$ cat config.mk
export PLATFORM = sky130hd
export DESIGN_NAME = mux3_bus_arbiter
export DESIGN_NICKNAME = d
export VERILOG_FILES = /design/src/rtl/mux3_bus_arbiter_pkg.sv /design/src/rtl/mux3_bus_arbiter_rr_pick3.sv /design/src/rtl/mux3_bus_arbiter.sv
export SDC_FILE = /design/constraint.sdc
export NUM_CORES = 1
export LEC_CHECK = 0
export BUFFER_PORTS_ARGS = -buffer_cell sky130_fd_sc_hd__buf_4
export CORE_MARGIN = 5
export CORE_UTILIZATION = 47
export DETAILED_ROUTE_END_ITERATION = 7
export HOLD_SLACK_MARGIN = 0.15
export PLACE_DENSITY = 0.76
export SLEW_MARGIN = 30
export SYNTH_ARGS = -nofsm -noshare
export SYNTH_HDL_FRONTEND = slang
export SYNTH_SLANG_ARGS = --single-unit
$ cat constraint.sdc
create_clock -name clk -period 1.8 [get_ports clk]
set_clock_uncertainty 0.1 [all_clocks]
set_input_delay 0.09 -clock clk [delete_from_list [all_inputs] [get_ports clk]]
set_output_delay 0.09 -clock clk [all_outputs]
set_load 0.05 [all_outputs]
$ cat src/rtl/mux3_bus_arbiter_pkg.sv
// Shared definitions for the three-way round-robin bus arbiter: select codes,
// FSM encoding and the 4-bit 3:1 data mux.
package mux3_bus_arbiter_pkg;

  typedef enum logic {
    ST_IDLE  = 1'b0,
    ST_GRANT = 1'b1
  } state_t;

  localparam logic [1:0] SEL_A = 2'd0;
  localparam logic [1:0] SEL_B = 2'd1;
  localparam logic [1:0] SEL_C = 2'd2;

  function automatic logic [2:0] onehot3(input logic [1:0] idx);
    return 3'b001 << idx;
  endfunction

  // Select code 11 is never produced; it falls back to A like idle.
  function automatic logic [3:0] mux3(input logic [3:0] a, input logic [3:0] b,
                                      input logic [3:0] c, input logic [1:0] s);
    case (s)
      SEL_B:   return b;
      SEL_C:   return c;
      default: return a;
    endcase
  endfunction

endpackage

$ cat src/rtl/mux3_bus_arbiter_rr_pick3.sv
// Combinational round-robin pick among three requesters: the search starts at
// the requester after 'last' and wraps C->A.
module mux3_bus_arbiter_rr_pick3
  import mux3_bus_arbiter_pkg::*;
(
  input  logic [2:0] mask,
  input  logic [1:0] last,
  output logic [1:0] winner,
  output logic       any
);

  logic [1:0] first, second, third;

  always_comb begin
    first  = SEL_A;
    second = SEL_B;
    third  = SEL_C;
    case (last)
      SEL_A: begin first = SEL_B; second = SEL_C; third = SEL_A; end
      SEL_B: begin first = SEL_C; second = SEL_A; third = SEL_B; end
      default: begin first = SEL_A; second = SEL_B; third = SEL_C; end
    endcase
  end

  always_comb begin
    any    = |mask;
    winner = SEL_A;
    if (mask[first])       winner = first;
    else if (mask[second]) winner = second;
    else if (mask[third])  winner = third;
  end

endmodule

$ cat src/rtl/mux3_bus_arbiter.sv
// Round-robin arbiter sharing one 4-bit bus among three producers, with a
// bounded hold time whenever another requester is waiting.
module mux3_bus_arbiter
  import mux3_bus_arbiter_pkg::*;
#(
  parameter int MAX_HOLD = 8,
  parameter int CNT_W    = 4
) (
  input  logic       clk,
  input  logic       reset_n,
  input  logic [2:0] req,
  input  logic [3:0] data_a,
  input  logic [3:0] data_b,
  input  logic [3:0] data_c,
  output logic [2:0] gnt,
  output logic [1:0] sel,
  output logic [3:0] bus_out,
  output logic       bus_valid,
  output state_t     dbg_state
);

  localparam logic [CNT_W-1:0] HOLD_LAST = CNT_W'(MAX_HOLD - 1);

  state_t           state_q, state_d;
  logic [2:0]       gnt_d;
  logic [1:0]       sel_d;
  logic [CNT_W-1:0] hold_q, hold_d;
  logic [1:0]       last_q, last_d;
  logic [2:0]       pick_mask;
  logic [1:0]       winner;
  logic             pick_any;
  logic             owner_req;
  logic             take;

  // While granted, only the other requesters compete; gnt is one-hot so it masks the owner.
  assign pick_mask = (state_q == ST_GRANT) ? (req & ~gnt) : req;
  assign owner_req = |(req & gnt);

  mux3_bus_arbiter_rr_pick3 u_pick (
    .mask   (pick_mask),
    .last   (last_q),
    .winner (winner),
    .any    (pick_any)
  );

  always_comb begin
    state_d = state_q;
    gnt_d   = gnt;
    sel_d   = sel;
    hold_d  = hold_q;
    last_d  = last_q;
    take    = 1'b0;
    case (state_q)
      ST_IDLE: begin
        if (pick_any) take = 1'b1;
      end
      ST_GRANT: begin
        if (!owner_req) begin
          if (pick_any) begin
            take = 1'b1;
          end else begin
            state_d = ST_IDLE;
            gnt_d   = 3'b000;
            sel_d   = SEL_A;
            hold_d  = '0;
          end
        end else if (pick_any) begin
          if (hold_q == HOLD_LAST) take = 1'b1;
          else                     hold_d = hold_q + 1'b1;
        end else begin
          hold_d = '0;
        end
      end
      default: state_d = ST_IDLE;
    endcase
    // Any ownership change lands here, so last and hold_cnt stay consistent.
    if (take) begin
      state_d = ST_GRANT;
      gnt_d   = onehot3(winner);
      sel_d   = winner;
      last_d  = winner;
      hold_d  = '0;
    end
  end

  always_ff @(posedge clk or negedge reset_n) begin
    if (!reset_n) begin
      state_q <= ST_IDLE;
      gnt     <= 3'b000;
      sel     <= SEL_A;
      hold_q  <= '0;
      last_q  <= SEL_C;
    end else begin
      state_q <= state_d;
      gnt     <= gnt_d;
      sel     <= sel_d;
      hold_q  <= hold_d;
      last_q  <= last_d;
    end
  end

  assign bus_out   = mux3(data_a, data_b, data_c, sel);
  assign bus_valid = |gnt;
  assign dbg_state = state_q;

endmodule

Word level (Yosys, flattened, before mapping)
Index checks and enable logic that the tools add are counted.
{"block": "classes", "reduce_logical": 7, "order_cmp": 3, "n_mux": 36, "n_addsub": 1, "n_bitwise": 4, "n_eq_ne": 8, "shift": 1}
{"operator": "$mux W4", "n": 6}
{"operator": "$mux W3", "n": 5}
{"operator": "$mux W2", "n": 7}
{"operator": "$pmux W2 S2", "n": 3}
{"operator": "$mux W1", "n": 10}
{"operator": "$lt A2 B3 Y1 const B", "n": 3}
{"operator": "$reduce_or A3 Y1", "n": 3}
{"operator": "$pmux W4 S2", "n": 1}
{"operator": "$and A3 B3 Y3", "n": 2}
{"operator": "$bmux W1 S2", "n": 3}
{"operator": "$reduce_and A3 Y1", "n": 2}
{"operator": "$add A4 B1 Y4 const B", "n": 1}
{"operator": "$eq A2 B1 Y1 const B", "n": 2}
{"operator": "$eq A4 B3 Y1 const B", "n": 1}
{"operator": "$ne A2 B1 Y1 const B", "n": 2}
{"operator": "$ne A3 B1 Y1 const B", "n": 1}
{"operator": "$ne A3 B3 Y1 const B", "n": 1}
{"operator": "$not A3 Y3", "n": 1}
{"operator": "$shl A1 B2 Y3 const A", "n": 1}
{"operator": "$eq A2 B2 Y1 const B", "n": 1}
{"operator": "$logic_not A2 Y1", "n": 1}
{"operator": "$pmux W1 S2", "n": 1}
{"operator": "$reduce_bool A2 Y1", "n": 1}
{"operator": "$not A1 Y1", "n": 1}
{"block": "totals", "ff_bits": 12, "elab_cells": 65, "input_bits": 17}

Depth between registers and ports, before layout
{"block": "logic_depth", "word_depth": 10, "ltp_mapped": 5}

Cells and area by module
From an unflattened synthesis, not the netlist that was laid out.
{"block": "hier_totals", "hier_cells": 73, "area_unflattened_um2": 742.0}
{"mod": "mux3_bus_arbiter", "area_per_inst_um2": 696.9, "cells_per_inst": 66, "n_inst": 1}
{"mod": "mux3_bus_arbiter_rr_pick3", "area_per_inst_um2": 45.0, "cells_per_inst": 7, "n_inst": 1}

Worst setup path before layout
No wires, ideal clock.
{"block": "synth_path", "kind": "flip-flop to output port", "from": "reg sel[0]", "to": "out bus_out[0]", "arrival_ps": 2231, "setup_slack_ps": -621, "stages_incl_launch_ff": 4, "t_required_ps": 1610, "n_path_buf": 0, "cell_sequence": "dfrtp_1 > inv_1 > ha_1 > o21ai_0"}
{"block": "synth_between", "elab_chain_cells": 2, "word_cells_on_any_way": 3, "cone_classes": "eq/ne: 2; mux: 1"}
{"element": "start, declared", "line_no": "mux3_bus_arbiter.sv:16", "text": "output logic [1:0] sel,"}
{"element": "start signal, assigned", "line_no": "mux3_bus_arbiter.sv:96", "text": "sel <= sel_d;"}
{"element": "$eq A2 B2 Y1 / $eq A2 B1 Y1 (equally long branches)", "line_no": "mux3_bus_arbiter_pkg.sv:21", "text": "case (s)"}
{"element": "$pmux W4 S2 *", "line_no": "mux3_bus_arbiter_pkg.sv:21"}
{"element": "end, declared", "line_no": "mux3_bus_arbiter.sv:17", "text": "output logic [3:0] bus_out,"}
Every way passes the cells marked *; elsewhere a longest branch is shown, timed or not.

Worst setup path in the final report
{"block": "layout_path", "from": "in req[2]", "to": "reg gnt[0]"}
{"block": "layout_between", "elab_chain_cells": 9, "word_cells_on_any_way": 24, "cone_classes": "eq/ne: 2; shift: 1; mux: 15; bitwise: 2; reduce/logical: 4"}
{"element": "start, declared", "line_no": "mux3_bus_arbiter.sv:11", "text": "input logic [2:0] req,"}
{"element": "$and A3 B3 Y3", "line_no": "mux3_bus_arbiter.sv:36", "text": "assign pick_mask = (state_q == ST_GRANT) ? (req & ~gnt) : req;"}
{"element": "$mux W3", "line_no": "mux3_bus_arbiter.sv:36"}
{"element": "$bmux W1 S2", "line_no": "mux3_bus_arbiter_rr_pick3.sv:30", "text": "else if (mask[third]) winner = third;"}
{"element": "$mux W1 (not written as such)", "line_no": "mux3_bus_arbiter_rr_pick3.sv:30"}
{"element": "$mux W2", "line_no": "mux3_bus_arbiter_rr_pick3.sv:30"}
{"element": "$mux W2", "line_no": "mux3_bus_arbiter_rr_pick3.sv:29", "text": "else if (mask[second]) winner = second;"}
{"element": "$mux W2", "line_no": "mux3_bus_arbiter_rr_pick3.sv:28", "text": "if (mask[first]) winner = first;"}
{"element": "$shl A1 B2 Y3", "line_no": "mux3_bus_arbiter_pkg.sv:15", "text": "return 3'b001 << idx;"}
{"element": "$mux W3", "line_no": "mux3_bus_arbiter.sv:77", "text": "if (take) begin"}
{"element": "end signal, assigned", "line_no": "mux3_bus_arbiter.sv:95", "text": "gnt <= gnt_d;"}
{"element": "end, declared", "line_no": "mux3_bus_arbiter.sv:15", "text": "output logic [2:0] gnt,"}
Several ways; a longest one is shown, not always the timed one. The select of a mux whose other input is x is not followed.
A chain may end at the register's enable or synchronous reset.

==> results_dict.tcl <==
set metrics [dict create \
    arrival_ns 1.88 \
    relSlewSlack_pct 63.8 \
    clk-insertion-delay-late_ns 0.28 \
    core_sq_um 1540 \
    nNetsFinal 145 \
    multi_input_area_sq_um 524 \
    cp-end-kind "register" \
    max_freq_mhz 565 \
    die_x_microns 50.7 \
    vias 870 \
    status "finished, final reports clean" \
    globalRouteMet2Util_pct 29.3 \
    clockRootBuffer "clkbuf_4" \
    synth_top_cell_area_share_pct 35.3 \
    track_usage_pct 18.3 \
    ios 28 \
    use_met1_pct 21.4 \
    avgSynthCellArea_sq_um 8.96 \
    numCtsBuffers 3 \
    initial_core_util_pct 50.6 \
    drc 0 \
    cp-start-kind "input port" \
    synth_nets 107 \
    die_height_microns 50.7 \
    routedWlPerCell_microns 17.2 \
    dp.final_hpwl_microns 1650 \
    io_buffers 27 \
    clock_path_buffers 2 \
    grt_pass1_vias 842 \
    worst_pin_slew_ns 0.541 \
    finalNonFillerCells 140 \
    ir_drop_uv 1130 \
    post-route-min-period_ns 1.77 \
    rows 14 \
    synth_edf_count 0 \
    firstDrtPassIters 4 \
    antenna_found_initial 0 \
    hold_path_class "in -> reg" \
    finalMaxSlewViolations 0 \
    path_delay_family "buffers and inverters" \
    totalWireLength_microns 2410 \
    busiest_layer "met2" \
    drt_iter0_drc 36 \
    synth_seq_area_share_pct 38.7 \
    synthFlopType "dfrtp_1" \
    finalCritPeriodShare_pct 98.3 \
    synth_warnings 0 \
    path_buf_inv 2 \
    seqCellArea_sq_um 307 \
    total_power_w 0.00215 \
    syn_area_sq_um 779 \
    p_per_area_nw_per_um2 1820 \
    path_max_fanout 5 \
    cts_tree "done" \
    hold_ws_ns 0.154 \
    finalHoldViolCount 0 \
    diodes 0 \
    viasPerCell 6.21 \
    drv_cap 0 \
    synth_largest_area_cell "dfrtp_1" \
    async_flop_share_pct 100 \
    grt_pass1_wl_microns 3660 \
    ys_types 32 \
    required_ns 1.91 \
    leakagePower_nw 0.563 \
    drive_gt1_share_pct 46.8 \
    place_congestion 0.849 \
    setup_viol_count_final 0 \
    synthCells 87 \
    ys_ff_latch 12 \
    critPathMaxStageDelay_ns 0.57 \
    area_growth_syn_to_layout_pct 51.2 \
    grt_max_degree 12 \
    dieArea_sq_um 2570 \
    critPathKind "in -> reg" \
    dp_cells 132 \
    grt_overflow 0 \
    ant_nets 0 \
    met3_usage_pct 5.62 \
    fill_cells 111 \
    path_clk_slew_ns 0.09 \
    htree_levels 1 \
    crit_chain "buf_4 > dlygate4sd3_1 > o21ba_4 > or4_4 > a22o_4 > a22oi_2" \
    cp_slowest_cell "dlygate4sd3_1" \
    cts_num_sinks 12 \
    synth_commonest_cells "dfrtp_1, nand2_1, o21ai_0" \
    synthTopCellsByArea "dfrtp_1, o21ai_0, nand2_1, a22oi_1, ha_1" \
]
[registers in the layout, summed over array words and instances (netlist names)]
register and count:
hold_q 4, dbg_state 1, last_q 2, sel 2, gnt 3
[layer usage]
layer | part of all wire [%] | up-vias | wire [microns]
met5 | 0 | - | 0
met4 | 3.0 | 0 | 73
li1 | - | 399 | -
met3 | 7.7 | 13 | 186
met1 | 40 | 419 | 974
met2 | 49 | 39 | 1170
[per-stage QoR]
step / setup slack (ns) / TNS (ns) / util (%) / cell area [sq um]
after floorplan: -0.0453 / -0.181 / - / 807
after global placement: 0.0879 / 0 / 67.9 / 1050
after detailed placement: 0.0483 / 0 / 67.9 / 1050
after CTS: 0.00590 / 0 / 72.9 / 1120
after global routing: -0.0289 / -0.0921 / 76.5 / 1180
final: 0.0302 / 0 / 76.5 / 1180
[cells by family (layout without fill, tap and decap cells)]
| family | count (synthesis) | in the layout | synth area share, % |
|---|---|---|---|
| compound gates | 35 | 35 | 31.6 |
| simple gates | 27 | 27 | 18.3 |
| flops | 12 | 12 | 38.7 |
| buf+inv | 8 | 45 | 4.01 |
| fa+ha+maj | 3 | 3 | 4.82 |
| xor+xnor | 1 | 1 | 1.12 |
| mux | 1 | 1 | 1.44 |
[tightest hold or removal path, stage by stage]
cell and delay, ns:
buf_4 0.11, a21boi_4 0.15, o211ai_1 0.10, a22oi_2 0.05
[cell type report]
cell class | instances | area share, %
clock buffers | 4 | 3.08
inverters | 7 | 2.23
multi-input cells | 67 | 44.5
flip-flops and latches | 12 | 26.0
well taps | 16 | 1.70
repair buffers | 34 | 22.5
[placed cells by master, fill, tap and decap left out, types with 3 or more instances in the layout]
cell type / n
a21o_1: 3
a22oi_1: 4
buf_4: 30
clkbuf_4: 3
dfrtp_1: 7
dfrtp_2: 4
dlygate4sd3_1: 4
inv_1: 7
nand2_1: 10
nor2_1: 3
o21ai_0: 6
o21ai_2: 4
[where the power goes]
part / internal (W) / leakage [nW] / total [W] / switching [W]
sequential: 0.000367 / 0.148 / 0.000474 / 0.000107
clock: 0.000123 / 0.0210 / 0.000220 / 0.0000968
combinational: 0.000549 / 0.395 / 0.00145 / 0.000904
total: 0.00104 / 0.563 / 0.00215 / 0.00111
[final timing paths]
check | slack (ns) | end | depth (start not counted) | startpoint
min in group asynchronous | 0.20 | last_q[1] | 2 | reset_n
min | 0.15 | gnt[0] | 4 | req[0]
max in group asynchronous | 0.42 | gnt[2] | 3 | reset_n
min reg2reg | 0.43 | last_q[0] | 1 | last_q[0]
max reg2reg | 0.05 | gnt[1] | 5 | hold_q[1]
max | 0.03 | gnt[0] | 6 | req[2]
[timing repair]
action	4_1_cts	5_1_grt
hold endpoints to repair	13	0
resized for setup	0	11
hold buffers	4	0
setup buffers	0	1
endpoints found under the setup margin	0	12
Note: power is estimated with default switching activity, not from simulation.
